File: src/rtl/pipe_stage_skid.sv
// ---------------------------------------------------------------------------
// pipe_stage_skid
//
// Generic pipeline-stage register with a valid/ready handshake and a 2-entry
// skid buffer. It stands in for the fixed IF/ID .. MEM/WB stage registers of
// the 5-stage CPU. Any stage payload is packed into a single DATA_W bus.
//
// The stage sustains one transfer per cycle under streaming. It absorbs one
// extra word when downstream stalls, so the upstream ready can be a flop.
// No combinational ready path crosses stage boundaries. A synchronous flush
// squashes every held entry and any word accepted in the same cycle.
//
// Optional feature macro: PIPE_STAGE_STATS_EN
//   When defined, this adds the stall_cnt and flush_cnt statistics ports and
//   their saturating counters. When undefined, those ports do not exist and
//   all other behaviour is unchanged.
//
// Parameters:
//   DATA_W     payload width in bits (default 104 = MEM/WB bundle)
//   CNT_W      statistics counter width (only used with PIPE_STAGE_STATS_EN)
//
// Ports:
//   clock      rising-edge clock
//   reset      asynchronous, active-low reset
//   in_valid   upstream payload valid
//   in_ready   stage can accept a word (registered)
//   in_data    upstream payload
//   flush      synchronous squash of all held and incoming entries
//   out_valid  downstream payload valid
//   out_ready  downstream accepts
//   out_data   downstream payload (registered, zero while out_valid is low)
//   occupancy  entries currently held: 0, 1 or 2
//   stall_cnt  [stats] cycles with out_valid & !out_ready & !flush
//   flush_cnt  [stats] valid entries discarded by flush
// ---------------------------------------------------------------------------
module pipe_stage_skid #(
  parameter int unsigned DATA_W = 104,
  parameter int unsigned CNT_W  = 16
) (
  input  logic              clock,
  input  logic              reset,
  input  logic              in_valid,
  output logic              in_ready,
  input  logic [DATA_W-1:0] in_data,
  input  logic              flush,
  output logic              out_valid,
  input  logic              out_ready,
  output logic [DATA_W-1:0] out_data,
  output logic [1:0]        occupancy
`ifdef PIPE_STAGE_STATS_EN
  ,
  output logic [CNT_W-1:0]  stall_cnt,
  output logic [CNT_W-1:0]  flush_cnt
`endif
);

  // Elaboration-time sanity checks on the configuration.
  if (DATA_W < 1) begin : g_bad_data_w
    $error("pipe_stage_skid: DATA_W must be at least 1");
  end
  if (CNT_W < 1) begin : g_bad_cnt_w
    $error("pipe_stage_skid: CNT_W must be at least 1");
  end

  // The state encoding matches the number of held entries.
  typedef enum logic [1:0] {
    EMPTY = 2'd0,
    ONE   = 2'd1,
    FULL  = 2'd2
  } state_t;

  state_t            state;
  state_t            state_next;
  logic [DATA_W-1:0] main_data;
  logic [DATA_W-1:0] main_next;
  logic [DATA_W-1:0] skid_data;
  logic [DATA_W-1:0] skid_next;
  logic              ready_reg;
  logic              ready_next;
  logic              in_fire;
  logic              out_fire;

  assign in_fire  = in_valid & ready_reg;
  assign out_fire = out_valid & out_ready;

  // State, data and ready registers.
  // Reset empties the stage and holds ready low until the first edge after
  // reset is released.
  always_ff @(posedge clock or negedge reset) begin
    if (!reset) begin
      state     <= EMPTY;
      main_data <= '0;
      skid_data <= '0;
      ready_reg <= 1'b0;
    end else begin
      state     <= state_next;
      main_data <= main_next;
      skid_data <= skid_next;
      ready_reg <= ready_next;
    end
  end

  // Next-state and next-data logic.
  // The main register always holds the oldest entry. The skid register is
  // only filled when a word arrives while the main entry is stalled, which
  // keeps the order strictly FIFO.
  // While FULL, ready_reg is low, so no word can arrive in that state.
  // Flush overrides everything. A word accepted in the flush cycle completes
  // its handshake but is dropped.
  always_comb begin
    state_next = state;
    main_next  = main_data;
    skid_next  = skid_data;

    if (flush) begin
      state_next = EMPTY;
      main_next  = '0;
      skid_next  = '0;
    end else begin
      case (state)
        EMPTY: begin
          if (in_fire) begin
            main_next  = in_data;
            state_next = ONE;
          end
        end

        ONE: begin
          if (in_fire && out_fire) begin
            main_next = in_data;
          end else if (in_fire) begin
            skid_next  = in_data;
            state_next = FULL;
          end else if (out_fire) begin
            main_next  = '0;
            state_next = EMPTY;
          end
        end

        FULL: begin
          if (out_fire) begin
            main_next  = skid_data;
            skid_next  = '0;
            state_next = ONE;
          end
        end

        default: begin
          state_next = EMPTY;
          main_next  = '0;
          skid_next  = '0;
        end
      endcase
    end

    // Ready is derived from the next state only, never from out_ready.
    ready_next = (state_next != FULL);
  end

  // Output decode from the registered state.
  always_comb begin
    in_ready  = ready_reg;
    out_data  = main_data;
    out_valid = 1'b0;
    occupancy = 2'd0;
    case (state)
      ONE: begin
        out_valid = 1'b1;
        occupancy = 2'd1;
      end
      FULL: begin
        out_valid = 1'b1;
        occupancy = 2'd2;
      end
      default: begin
        out_valid = 1'b0;
        occupancy = 2'd0;
      end
    endcase
  end

`ifdef PIPE_STAGE_STATS_EN
  // The sums carry one extra bit so that overflow can be seen and clamped
  // to all-ones.
  // flush_drop counts the entries a flush discards:
  //   - the held entries,
  //   - minus one leaving downstream in the same cycle,
  //   - plus a word accepted in the same cycle.
  logic [2:0]     flush_drop;
  logic [CNT_W:0] stall_sum;
  logic [CNT_W:0] flush_sum;

  always_comb begin
    flush_drop = {1'b0, occupancy} - {2'b00, out_fire} + {2'b00, in_fire};
    stall_sum  = {1'b0, stall_cnt} + (CNT_W+1)'(1);
    flush_sum  = {1'b0, flush_cnt} + (CNT_W+1)'(flush_drop);
  end

  // Saturating statistics counters.
  always_ff @(posedge clock or negedge reset) begin
    if (!reset) begin
      stall_cnt <= '0;
      flush_cnt <= '0;
    end else begin
      if (out_valid && !out_ready && !flush)
        stall_cnt <= stall_sum[CNT_W] ? '1 : stall_sum[CNT_W-1:0];
      if (flush)
        flush_cnt <= flush_sum[CNT_W] ? '1 : flush_sum[CNT_W-1:0];
    end
  end
`endif

endmodule
File: config.mk
export PLATFORM = sky130hd
export DESIGN_NAME = pipe_stage_skid
export DESIGN_NICKNAME = d
export VERILOG_FILES = /design/src/rtl/pipe_stage_skid.sv
export SDC_FILE = /design/constraint.sdc
export NUM_CORES = 1
export LEC_CHECK = 0
export BUFFER_PORTS_ARGS = -buffer_cell sky130_fd_sc_hd__buf_2
export CAP_MARGIN = 0
export CELL_PAD_IN_SITES_DETAIL_PLACEMENT = 1
export CELL_PAD_IN_SITES_GLOBAL_PLACEMENT = 2
export CORE_MARGIN = 2
export CORE_UTILIZATION = 34
export CTS_CLUSTER_SIZE = 10
export DETAILED_ROUTE_END_ITERATION = 7
export PLACE_DENSITY = 0.85
export SYNTH_ARGS = -nofsm -noshare
export SYNTH_HDL_FRONTEND = slang
export SYNTH_SLANG_ARGS = --single-unit
export TNS_END_PERCENT = 50
File: constraint.sdc
create_clock -name clock -period 2.5 [get_ports clock]
set_clock_uncertainty 0.15 [all_clocks]
set_input_delay 0.25 -clock clock [delete_from_list [all_inputs] [get_ports clock]]
set_output_delay 0.25 -clock clock [all_outputs]
set_load 0.1 [all_outputs]
# Word-level counts from Yosys, hierarchy flattened
# Cells that the tools add are included.
dict set report op_classes {
  n_reduce_logical 5
  n_bitwise 2
  mux 19
  n_eq_ne 10
}
# operator n
set op_table {}
lappend op_table {{$mux 104} 8}
lappend op_table {{$pmux 104 s3} 2}
lappend op_table {{$mux 2} 6}
lappend op_table {{$ne 3x3->1 const B} 4}
lappend op_table {{$ne 4x4->1 const B} 2}
lappend op_table {{$reduce_and 4->1} 2}
lappend op_table {{$pmux 2 s3} 1}
lappend op_table {{$ne 2x2->1 const B} 2}
lappend op_table {{$pmux 2 s2} 1}
lappend op_table {{$and 1x1->1} 2}
lappend op_table {{$eq 2x1->1 const B} 1}
lappend op_table {{$eq 2x2->1 const B} 1}
lappend op_table {{$logic_not 2->1} 1}
lappend op_table {{$reduce_or 2->1} 1}
lappend op_table {{$logic_and 1x1->1} 1}
lappend op_table {{$mux 1} 1}
dict set report totals {
  reg_bits 211
  elab_cells 40
  out_inout_bits 108
  in_bits 109
}

# Logic depth before layout (Yosys ltp)
# Gate-level depths: netlist of the first run.
dict set report depth {
  ltp_word 10
  ltp_mapped 9
  ltp_nobuf 6
}

# Least setup slack after synthesis of the first run
# OpenSTA, ideal clock, no wires.
dict set report synth_timing {
  kind {register -> register}
  start {register state[0]}
  end {register skid_data[43]}
  period_less_slack_ns 2.678
  t_arrival_ns 2.391
  slack_ns -0.178
  setup_time_ns 0.136
  stages_incl_launch_ff 9
  n_path_buf 2
  required_ns 2.214
  cell_sequence {dfrtp_1 > inv_1 > ha_1 > nand2_2 > a31o_4 > buf_6 > clkbuf_1 > o21ai_0 > a21oi_1}
}
dict set report synth_via {
  elab_chain_cells 7
  word_cells_on_any_way 14
  cone_classes {eq/ne: 6; mux: 3; bitwise: 1; reduce/logical: 4}
}
# item line_no
set synth_rtl {}
lappend synth_rtl {{start: declaration} 72} ;# state_t state;
lappend synth_rtl {{start signal: assignment} 96} ;# state <= state_next;
lappend synth_rtl {{$eq 2x2->1 / $eq 2x1->1 (equally long branches)} 166} ;# case (state)
lappend synth_rtl {{$reduce_or 2->1 (no source line) (*)} n/a}
lappend synth_rtl {{$mux 1 (*)} 166}
lappend synth_rtl {{named net out_valid} 46} ;# output logic out_valid,
lappend synth_rtl {{$and 1x1->1 (*)} 84} ;# assign out_fire = out_valid & out_ready;
lappend synth_rtl {{$logic_and 1x1->1} 129} ;# if (in_fire && out_fire) begin
lappend synth_rtl {{$ne 3x3->1 (no source line)} n/a}
lappend synth_rtl {{$reduce_and 4->1 (no source line) (*)} n/a}
lappend synth_rtl {{end signal: assignment} 98} ;# skid_data <= skid_next;
lappend synth_rtl {{end: declaration} 76} ;# logic [DATA_W-1:0] skid_data;
# Mark *: on every way through the listed nets, which the timed path passes. The rest lies on a longest branch.
# A chain may end at the register's enable or synchronous reset.

# Worst setup path in the final report of the first run
dict set report layout_timing {
  start {register state[1]}
  end {output occupancy[0]}
}
dict set report layout_via {
  elab_chain_cells 2
  word_cells_on_any_way 3
  cone_classes {eq/ne: 2; mux: 1}
}
# item line_no
set layout_rtl {}
lappend layout_rtl {{$eq 2x2->1 / $eq 2x1->1 (equally long branches)} 166}
lappend layout_rtl {{$pmux 2 s2 (*)} 166}
lappend layout_rtl {{end: declaration} 49} ;# output logic [1:0] occupancy
# Every way passes the cells marked *; elsewhere a longest branch is shown, timed or not.

==> results.toml, run 1 <==
[cells_and_area]
stdcell_count = 1527
layout-drive-gt1-share_pct = 25.2
num-fill-cells = 3036
final_common_cell = "buf_2"
final_cell_mix = "buf_2 (213), dfrtp_1 (211), dlygate4sd3_1 (107)"
nNetsFinal = 1258
area_growth_pct = 33.8
ff_latch_area_mm2 = 0.00528
multi_input_area_mm2 = 0.00372

[detailed_routing]
vias_per_cell = 5.79
postRouteAntennaNets = 0
drt_iter0_drc = 731
dr.pass1.iters = 6
dr_total_vias = 8842
totalWireLength_um = 33500
drc = 0
wl_per_cell_um = 22.0

[pwr]
p_leak_nw = 5.68
clkPwrFrac_pct = 29.9
p_int_mw = 6.36
seqPwrFrac_pct = 35.9
powerDensity_mw_per_mm2 = 844
ir_worst_vdd_mv = 0.539
power_switching_mw = 4.41
combinationalPowerShare_pct = 34.1
switching_share_pct = 41.0

[global_route]
use_met2_pct = 37.8
globalRouteOverflowTotal = 0
grt_start_max_net_pins = 108
met1_usage_pct = 30.0
grt_first_pass_wirelength_um = 53000
antenna_found_initial = 1
top_usage_layer = "met2"
grt_use_met3_pct = 3.45
grt_pass1_vias = 9582
grtUsageTotal_pct = 22.5

[flow_run]
drv_cap = 0

[place]
hpwl_um = 18300
gp_congestion = 0.710
place_ws_ns = 0.213
portBuffers = 216
dp.cells = 1388

[sta]
final_max_slew_viol_count = 0
setup_ws_ns = 0.149
finalHoldViolations = 0
setup_viol = 0
max_freq_ghz = 0.425
post-route-period-util_pct = 94.0
worstMarginPinSlew_ns = 0.754
fin_crit_ns = 2.35
tns_ns = 0
slew_headroom_pct = 49.7
rsz0062_at_grt = "no"

[clocking]
cts_root_buf = "clkbuf_16"
path_clk_slew_ns = 0.06
cts_tree = "yes"
cts_hold_buf = 107
cts_resized = 0
cts_setup_buffers = 0
cts_buffers = 25
cts.sinks = 211
insertion_delay_ns = 0.51
cts_buffer_depth = 3
ctsHtreeMaxLevel = 1

[floorplan]
start_util_pct = 34.5
rows = 61
die_area_mm2 = 0.0294
fp.coreArea_mm2 = 0.0277
pin_count = 217
fp.dieW_um = 172
dieHeight_um = 172

[outcome]
status = "finished clean"

[worst_setup_path]
arrival_ns = 1.95
critical_path_required_ns = 2.10
criticalPathCategory = "reg2out"
start_kind = "register"
crit_path_end_kind = "output pin"
crit_fanout = 107
reg2reg_depth = 6

[synthesis]
netlist_instances = 876
netlist-cell-type-count = 33
async_reset_ff_share_pct = 100
synth_top_area_share_pct = 55.3
synth_edf_count = 0
syn_nets = 990
yosysSeqAreaShare_pct = 55.3
syn_area_per_cell_um2 = 10.9
yosys_warnings = 0
synth_area_leaders = "dfrtp_1 (55%), o2bb2ai_1 (9.5%), a22oi_1 (8.2%)"
synth-main-ff-cell = "dfrtp_1"
ys_ff_latch = 211
synth_top_cell_by_area = "dfrtp_1"
syn_area_mm2 = 0.00955

[hold_path]
holdCritPathClass = "in2reg"
hold_depth = 5
==> routing by layer <==
metal / vias up / part of all wire, % / wire length [um]
met5: - / 0 / 0
met4: 0 / 2.4 / 808
met3: 66 / 5.2 / 1750
met2: 290 / 49 / 16400
met1: 4533 / 43 / 14500
li1: 3953 / - / -
==> power groups by stage <==
| stage | logic, mW | registers, mW | clock network, mW |
|---|---|---|---|
| after floorplan | 1.10 | 5.42 | 0 |
| after global placement | 3.51 | 3.92 | 0 |
| after detailed placement | 3.55 | 3.92 | 0 |
| after CTS | 3.68 | 3.87 | 3.31 |
| after global routing | 3.86 | 3.90 | 3.43 |
| final | 3.68 | 3.87 | 3.23 |
==> cell families (layout without fill, tap and decap cells) <==
| logic type | after synthesis | count (layout) | synth area share [%] |
|---|---|---|---|
| AOI/OAI and AO/OA | 427 | 427 | 30.0 |
| DFF | 211 | 211 | 55.3 |
| and+or+nand+nor | 116 | 116 | 7.67 |
| buffers and inverters | 116 | 388 | 6.23 |
| adders and majority gates | 5 | 5 | 0.655 |
| xor gates and xnor gates | 1 | 1 | 0.0918 |
| other | 0 | 1 | 0 |
==> critical path, cell delays in order, from the launching register on <==
cell,delay [ns]
dfrtp_1,0.37
inv_1,0.11
ha_4,0.22
buf_12,0.47
buf_12,0.25
==> synthesized netlist by cell type, drive strengths merged, types with 2 or more instances <==
library cell	number
o2bb2ai	104
buf	71
ha	5
a21boi	2
clkbuf	42
o21ai	105
a21oi	105
dfrtp	211
a22oi	104
nor2	3
nand2	4
nand4	104
inv	3
==> state kept, by name, summed over array words and instances, names as in the netlist <==
register   flops
skid_data    104
out_data     104
state          2
in_ready       1
==> final timing paths <==
kind | startpoint | to | slack, ns
worst min-delay path | out_ready | in_ready$_DFF_PN0_ | 0.05
worst max register to register | state[1]$_DFF_PN0_ | state[1]$_DFF_PN0_ | 0.18
max in group asynchronous | reset | skid_data[97]$_DFFE_PN0P_ | 1.25
worst min register to register | out_data[88]$_DFFE_PN0P_ | out_data[88]$_DFFE_PN0P_ | 0.33
worst max-delay path | state[1]$_DFF_PN0_ | occupancy[0] | 0.15
min in group asynchronous | reset | out_data[24]$_DFFE_PN0P_ | 0.19
==> stage by stage <==
| step | util [%] | total power [mW] | cell area [um^2] | hold WS, ns |
|---|---|---|---|---|
| after floorplan | - | 6.52 | 9550 | -0.196 |
| final | 46.1 | 10.8 | 12800 | 0.0502 |
| after global routing | 46.1 | 11.2 | 12800 | 0.0922 |
| after global placement | 39.8 | 7.43 | 11000 | 0.161 |
| after detailed placement | 39.8 | 7.46 | 11000 | 0.154 |
| after CTS | 46.1 | 10.9 | 12800 | 0.0425 |
==> cell type report <==
type / count / area share [%]
sequential: 211 / 41.3
multi-input combinational: 549 / 29.1
timing repair buffer: 354 / 20.5
clock buffer: 30 / 5.05
tap: 378 / 3.70
clock inverter: 1 / 0.235
inverter: 3 / 0.0882
antenna: 1 / 0.0196
Power figures use the tool's default switching activity.
==> run 2, diff against run 1 <==
--- a/config.mk
+++ b/config.mk
@@ -13,6 +13,7 @@
 export CORE_UTILIZATION = 34
 export CTS_CLUSTER_SIZE = 10
 export DETAILED_ROUTE_END_ITERATION = 7
+export GPL_TIMING_DRIVEN = 0
 export PLACE_DENSITY = 0.85
 export SYNTH_ARGS = -nofsm -noshare
 export SYNTH_HDL_FRONTEND = slang
==> run 2 against run 1 <==
Compared with the run above:
- maximum frequency is 2.1% lower
- hold slack worse by 0.0032 ns
- combinational power is essentially flat
- worst setup slack lost 0.051 ns
- first-iteration DRC count decreased by 12%
==> results.toml, run 2 (synthesized netlist as in run 1, its figures left out) <==
[outcome]
status = "finished clean"

[global_route]
grt_start_max_net_pins = 89
grt_pass1_vias = 9714
antenna_found_initial = 0
grtUsageTotal_pct = 23.0
grt_first_pass_wirelength_um = 54000
globalRouteOverflowTotal = 0

[pwr]
p_total_mw = 11.1
ir_worst_vdd_mv = 0.507
powerDensity_mw_per_mm2 = 851
p_leak_nw = 5.89

[worst_setup_path]
arrival_ns = 2.63
start_kind = "register"
rrSetupSlack_ns = 0.1
crit_fanout = 10
reg2reg_depth = 8
crit-reg2reg-capture = "skid_data[100]$_DFFE_PN0P_"
r2r_start = "state[0]$_DFF_PN0_"
crit_path_end_kind = "register"
critical_path_required_ns = 2.73
criticalPathCategory = "reg2reg"

[detailed_routing]
dr_total_vias = 9114
dr.pass1.iters = 6
vias_per_cell = 5.64
totalWireLength_um = 34200
postRouteAntennaNets = 0
drc = 0
wl_per_cell_um = 21.1
drt_iter0_drc = 643

[sta]
post-route-period-util_pct = 96.1
worstMarginPinSlew_ns = 0.644
slew_headroom_pct = 57.1
fin_crit_ns = 2.40
finalHoldViolations = 0
final_max_slew_viol_count = 0
tns_ns = 0
setup_viol = 0
max_freq_ghz = 0.416

[clocking]
path_clk_slew_ns = 0.06
ctsHtreeMaxLevel = 1
cts_buffer_depth = 3
insertion_delay_ns = 0.52
cts_buffers = 26
cts_tree = "yes"
cts.sinks = 211
cts_setup_buffers = 0
cts_root_buf = "clkbuf_16"

[place]
portBuffers = 215
dpl_cell_area_mm2 = 0.0112
gp_congestion = 0.784
dp.cells = 1471
hpwl_um = 21700

[cells_and_area]
stdcell_count = 1617
fin_area_mm2 = 0.0130
layout-drive-gt1-share_pct = 27.9
area_growth_pct = 36.7
fin_util_pct = 47.1
final_common_cell = "buf_2"
nNetsFinal = 1342
final_cell_mix = "buf_2 (262), dfrtp_1 (210), dlygate4sd3_1 (107)"

[flow_run]
drv_cap = 0

[floorplan]
fp.coreArea_mm2 = 0.0277
pin_count = 217
rows = 61
die_area_mm2 = 0.0294
fp.dieW_um = 172
dieHeight_um = 172
start_util_pct = 34.5

[hold_path]
holdPathEnd = "state[1]$_DFF_PN0_"
hold_path.startpoint = "flush"
holdCritPathClass = "in2reg"
hold_depth = 4
run 2: layout make-up:
class	count	area [um^2]
repair buffers	324	2210
diodes	1	2.50
multi-input cells	549	3680
clock buffers	37	773
flip-flops and latches	211	5280
plain buffers	113	607
clock inverters	1	5.00
inverters	3	11.3
fillers	3120	14700
well taps	378	473
run 2: repair_timing:
action / CTS / global route
resized for setup: 1 / 23
hold buffers: 107 / 0
pin swaps: 0 / 1
endpoints found under the hold margin: 421 / 0
setup endpoints to repair: 1 / 91
run 2: metal layers:
layer / share of wire [%] / wire [um] / track usage (%) / up-vias
met4: 2.2 / 752 / 5.75 / 0
li1: - / - / - / 4125
met2: 47 / 16200 / 37.6 / 297
met5: 0 / 0 / 0 / -
met3: 5.4 / 1860 / 3.70 / 57
met1: 45 / 15400 / 32.0 / 4635
run 2: metrics by stage:
stage	hold WS [ns]	setup slack [ns]
global route	0.0701	-0.00450
CTS	0.0377	0.00331
detailed placement	0.0268	0.0214
global placement	0.318	-2.79
finish	0.0471	0.0980
floorplan	-0.196	0.0983
run 2: how the worst max path moves through the flow:
stage,startpoint,end,slack [ns]
6_report,state[0]$_DFF_PN0_,skid_data[100]$_DFFE_PN0P_,0.1
5_1_grt,state[0]$_DFF_PN0_,out_data[102]$_DFFE_PN0P_,-0.004
4_1_cts,state[1]$_DFF_PN0_,skid_data[97]$_DFFE_PN0P_,0.003
3_5_place_dp,state[0]$_DFF_PN0_,skid_data[97]$_DFFE_PN0P_,0.02
3_3_place_gp,reset,out_data[72]$_DFFE_PN0P_,-2.79
2_1_floorplan,state[0]$_DFF_PN0_,skid_data[43]$_DFFE_PN0P_,0.1
run 2: where the power goes:
part	total (mW)	internal [mW]	switching, mW
logic	3.71	0.793	2.92
registers	3.87	3.69	0.175
clock network	3.52	2.10	1.42
run 2: critical path, stage by stage (launching register included):
cell	delay, ns
dfrtp_1	0.43
inv_2	0.12
ha_2	0.31
and2_4	0.20
o21a_2	0.28
clkbuf_4	0.23
clkbuf_4	0.22
o21ai_0	0.22
a21oi_1	0.10
==> run 3, diff against run 2 <==
--- a/config.mk
+++ b/config.mk
@@ -14,7 +14,7 @@
 export CTS_CLUSTER_SIZE = 10
 export DETAILED_ROUTE_END_ITERATION = 7
 export GPL_TIMING_DRIVEN = 0
-export PLACE_DENSITY = 0.85
+export PLACE_DENSITY = 0.91
 export SYNTH_ARGS = -nofsm -noshare
 export SYNTH_HDL_FRONTEND = slang
 export SYNTH_SLANG_ARGS = --single-unit
==> run 3 against run 2 <==
Compared with the run above:
- register-to-register slack about the same
- non-clock buffer count increased by 1
- worst setup slack got worse by 0.010 ns
- first-iteration DRC count increased by 6.8%
- maximum frequency decreased by 0.42%
- via count increased by 1.8%
- critical path type unchanged
- critical endpoint is now skid_data[77]$_DFFE_PN0P_
- highest routed layer unchanged
==> results.toml, run 3 (synthesized netlist as in run 1, its figures left out) <==
[outcome]
status = "finished clean"

[worst_setup_path]
cp_slowest_stage_delay_ns = 0.42
start_kind = "register"
path_delay_family = "compound AO/OA/AOI/OAI gates"
crit_chain = "inv_1 -> ha_2 -> and2_4 -> o21a_2 -> buf_4 -> buf_2 -> o21ai_1 -> a21oi_1"
crit_path_end_kind = "register"
cp_num_buf_inv = 3
critical_path_required_ns = 2.71
criticalPathCategory = "reg2reg"
arrival_ns = 2.62
crit_fanout = 10
crit_slowest_cell = "dfrtp_1"

[cells_and_area]
final_cell_mix = "buf_2 (256), dfrtp_1 (211), dlygate4sd3_1 (107)"
fin_area_mm2 = 0.0130
final_common_cell = "buf_2"
area_growth_pct = 35.7
nNetsFinal = 1342
multi_input_area_mm2 = 0.00369
ff_latch_area_mm2 = 0.00528
layout-drive-gt1-share_pct = 27.7
num-fill-cells = 3095

[sta]
setup_viol = 0
finalHoldViolations = 0
fin_crit_ns = 2.41
setup_ws_ns = 0.0880
final_max_slew_viol_count = 0
rsz0062_at_grt = "no"
worstMarginPinSlew_ns = 0.835
max_freq_ghz = 0.415
slew_headroom_pct = 44.3
post-route-period-util_pct = 96.5

[global_route]
grtUsageTotal_pct = 23.9
grt_use_met3_pct = 3.47
globalRouteOverflowTotal = 0
grt_pass1_vias = 10200
top_usage_layer = "met2"
antenna_found_initial = 0
use_met2_pct = 39.8
grt_first_pass_wirelength_um = 55700
met1_usage_pct = 31.6
grt_start_max_net_pins = 111

[detailed_routing]
postRouteAntennaNets = 0
totalWireLength_um = 35200
wl_per_cell_um = 21.8
dr.pass1.iters = 5
drt_iter0_drc = 687
vias_per_cell = 5.75
dr_total_vias = 9279
drc = 0

[pwr]
p_leak_nw = 5.86
ir_worst_vdd_mv = 0.615
p_total_mw = 10.8
powerDensity_mw_per_mm2 = 836

[floorplan]
pin_count = 217
start_util_pct = 34.5
rows = 61
fp.dieW_um = 172
fp.coreArea_mm2 = 0.0277
dieHeight_um = 172
die_area_mm2 = 0.0294

[place]
gp_congestion = 0.810
place_ws_ns = 0.0477
portBuffers = 215
dpl_cell_area_mm2 = 0.0111
hpwl_um = 21800

[flow_run]
drv_cap = 0

[clocking]
cts_buffers = 25
cts_buffer_depth = 3
cts_root_buf = "clkbuf_16"
insertion_delay_ns = 0.52
cts.sinks = 211
ctsHtreeMaxLevel = 1
cts_tree = "yes"
path_clk_slew_ns = 0.06

[hold_path]
holdCritPathClass = "in2reg"
==> run 3: routing by layer <==
| layer | share of wire [%] | routed length [um] |
|---|---|---|
| met3 | 4.9 | 1720 |
| met4 | 3.4 | 1180 |
| met1 | 43 | 15200 |
| met5 | 0 | 0 |
| met2 | 48 | 17000 |
==> run 3: worst min-delay path, cell delays in order <==
cell,delay (ns)
buf_2,0.11
nand3b_1,0.09
o211ai_1,0.11
a21oi_1,0.06
nand2_1,0.06
==> run 3: what timing repair did <==
| item | CTS | global route |
|---|---|---|
| buffers inserted | 0 | 2 |
| gates resized for setup | 2 | 37 |
| pin swaps | 0 | 1 |
| setup endpoints to repair | 1 | 91 |
| hold buffers | 107 | 0 |
| endpoints found under the hold margin | 311 | 0 |
==> run 3: final timing paths <==
path | start | to | slack [ns] | cells after the start
max | state[0]$_DFF_PN0_ | skid_data[77]$_DFFE_PN0P_ | 0.09 | 8
min | out_ready | in_ready$_DFF_PN0_ | 0.04 | 5
max reg2reg | state[0]$_DFF_PN0_ | skid_data[77]$_DFFE_PN0P_ | 0.09 | 8
min reg2reg | out_data[88]$_DFFE_PN0P_ | out_data[88]$_DFFE_PN0P_ | 0.33 | 1
max in group asynchronous | reset | skid_data[88]$_DFFE_PN0P_ | 0.93 | 3
min in group asynchronous | reset | out_data[46]$_DFFE_PN0P_ | 0.19 | 2
==> run 3: through the flow <==
stage,utilization [%],std cells,TNS [ns],hold WS [ns]
CTS,46.5,1609,0,0.0273
detailed placement,40.2,1470,0,0.204
global placement,40.1,1469,-577.77,0.318
global route,46.8,1611,0,0.102
floorplan,-,876,0,-0.196
finish,46.8,1613,0,0.0417
==> run 3: where the power goes <==
part | internal, mW | total [mW] | switching (mW)
clock | 1.84 | 3.21 | 1.37
sequential | 3.69 | 3.87 | 0.179
combinational | 0.808 | 3.74 | 2.94
total | 6.34 | 10.8 | 4.49
==> run 3: layout make-up <==
cell class | count | share of cell area, %
buffer | 113 | 4.87
sequential | 211 | 40.7
clock buffer | 32 | 5.19
timing repair buffer | 325 | 17.0
tap | 378 | 3.65
antenna | 2 | 0.0386
inverter | 3 | 0.0869
multi-input combinational | 549 | 28.4
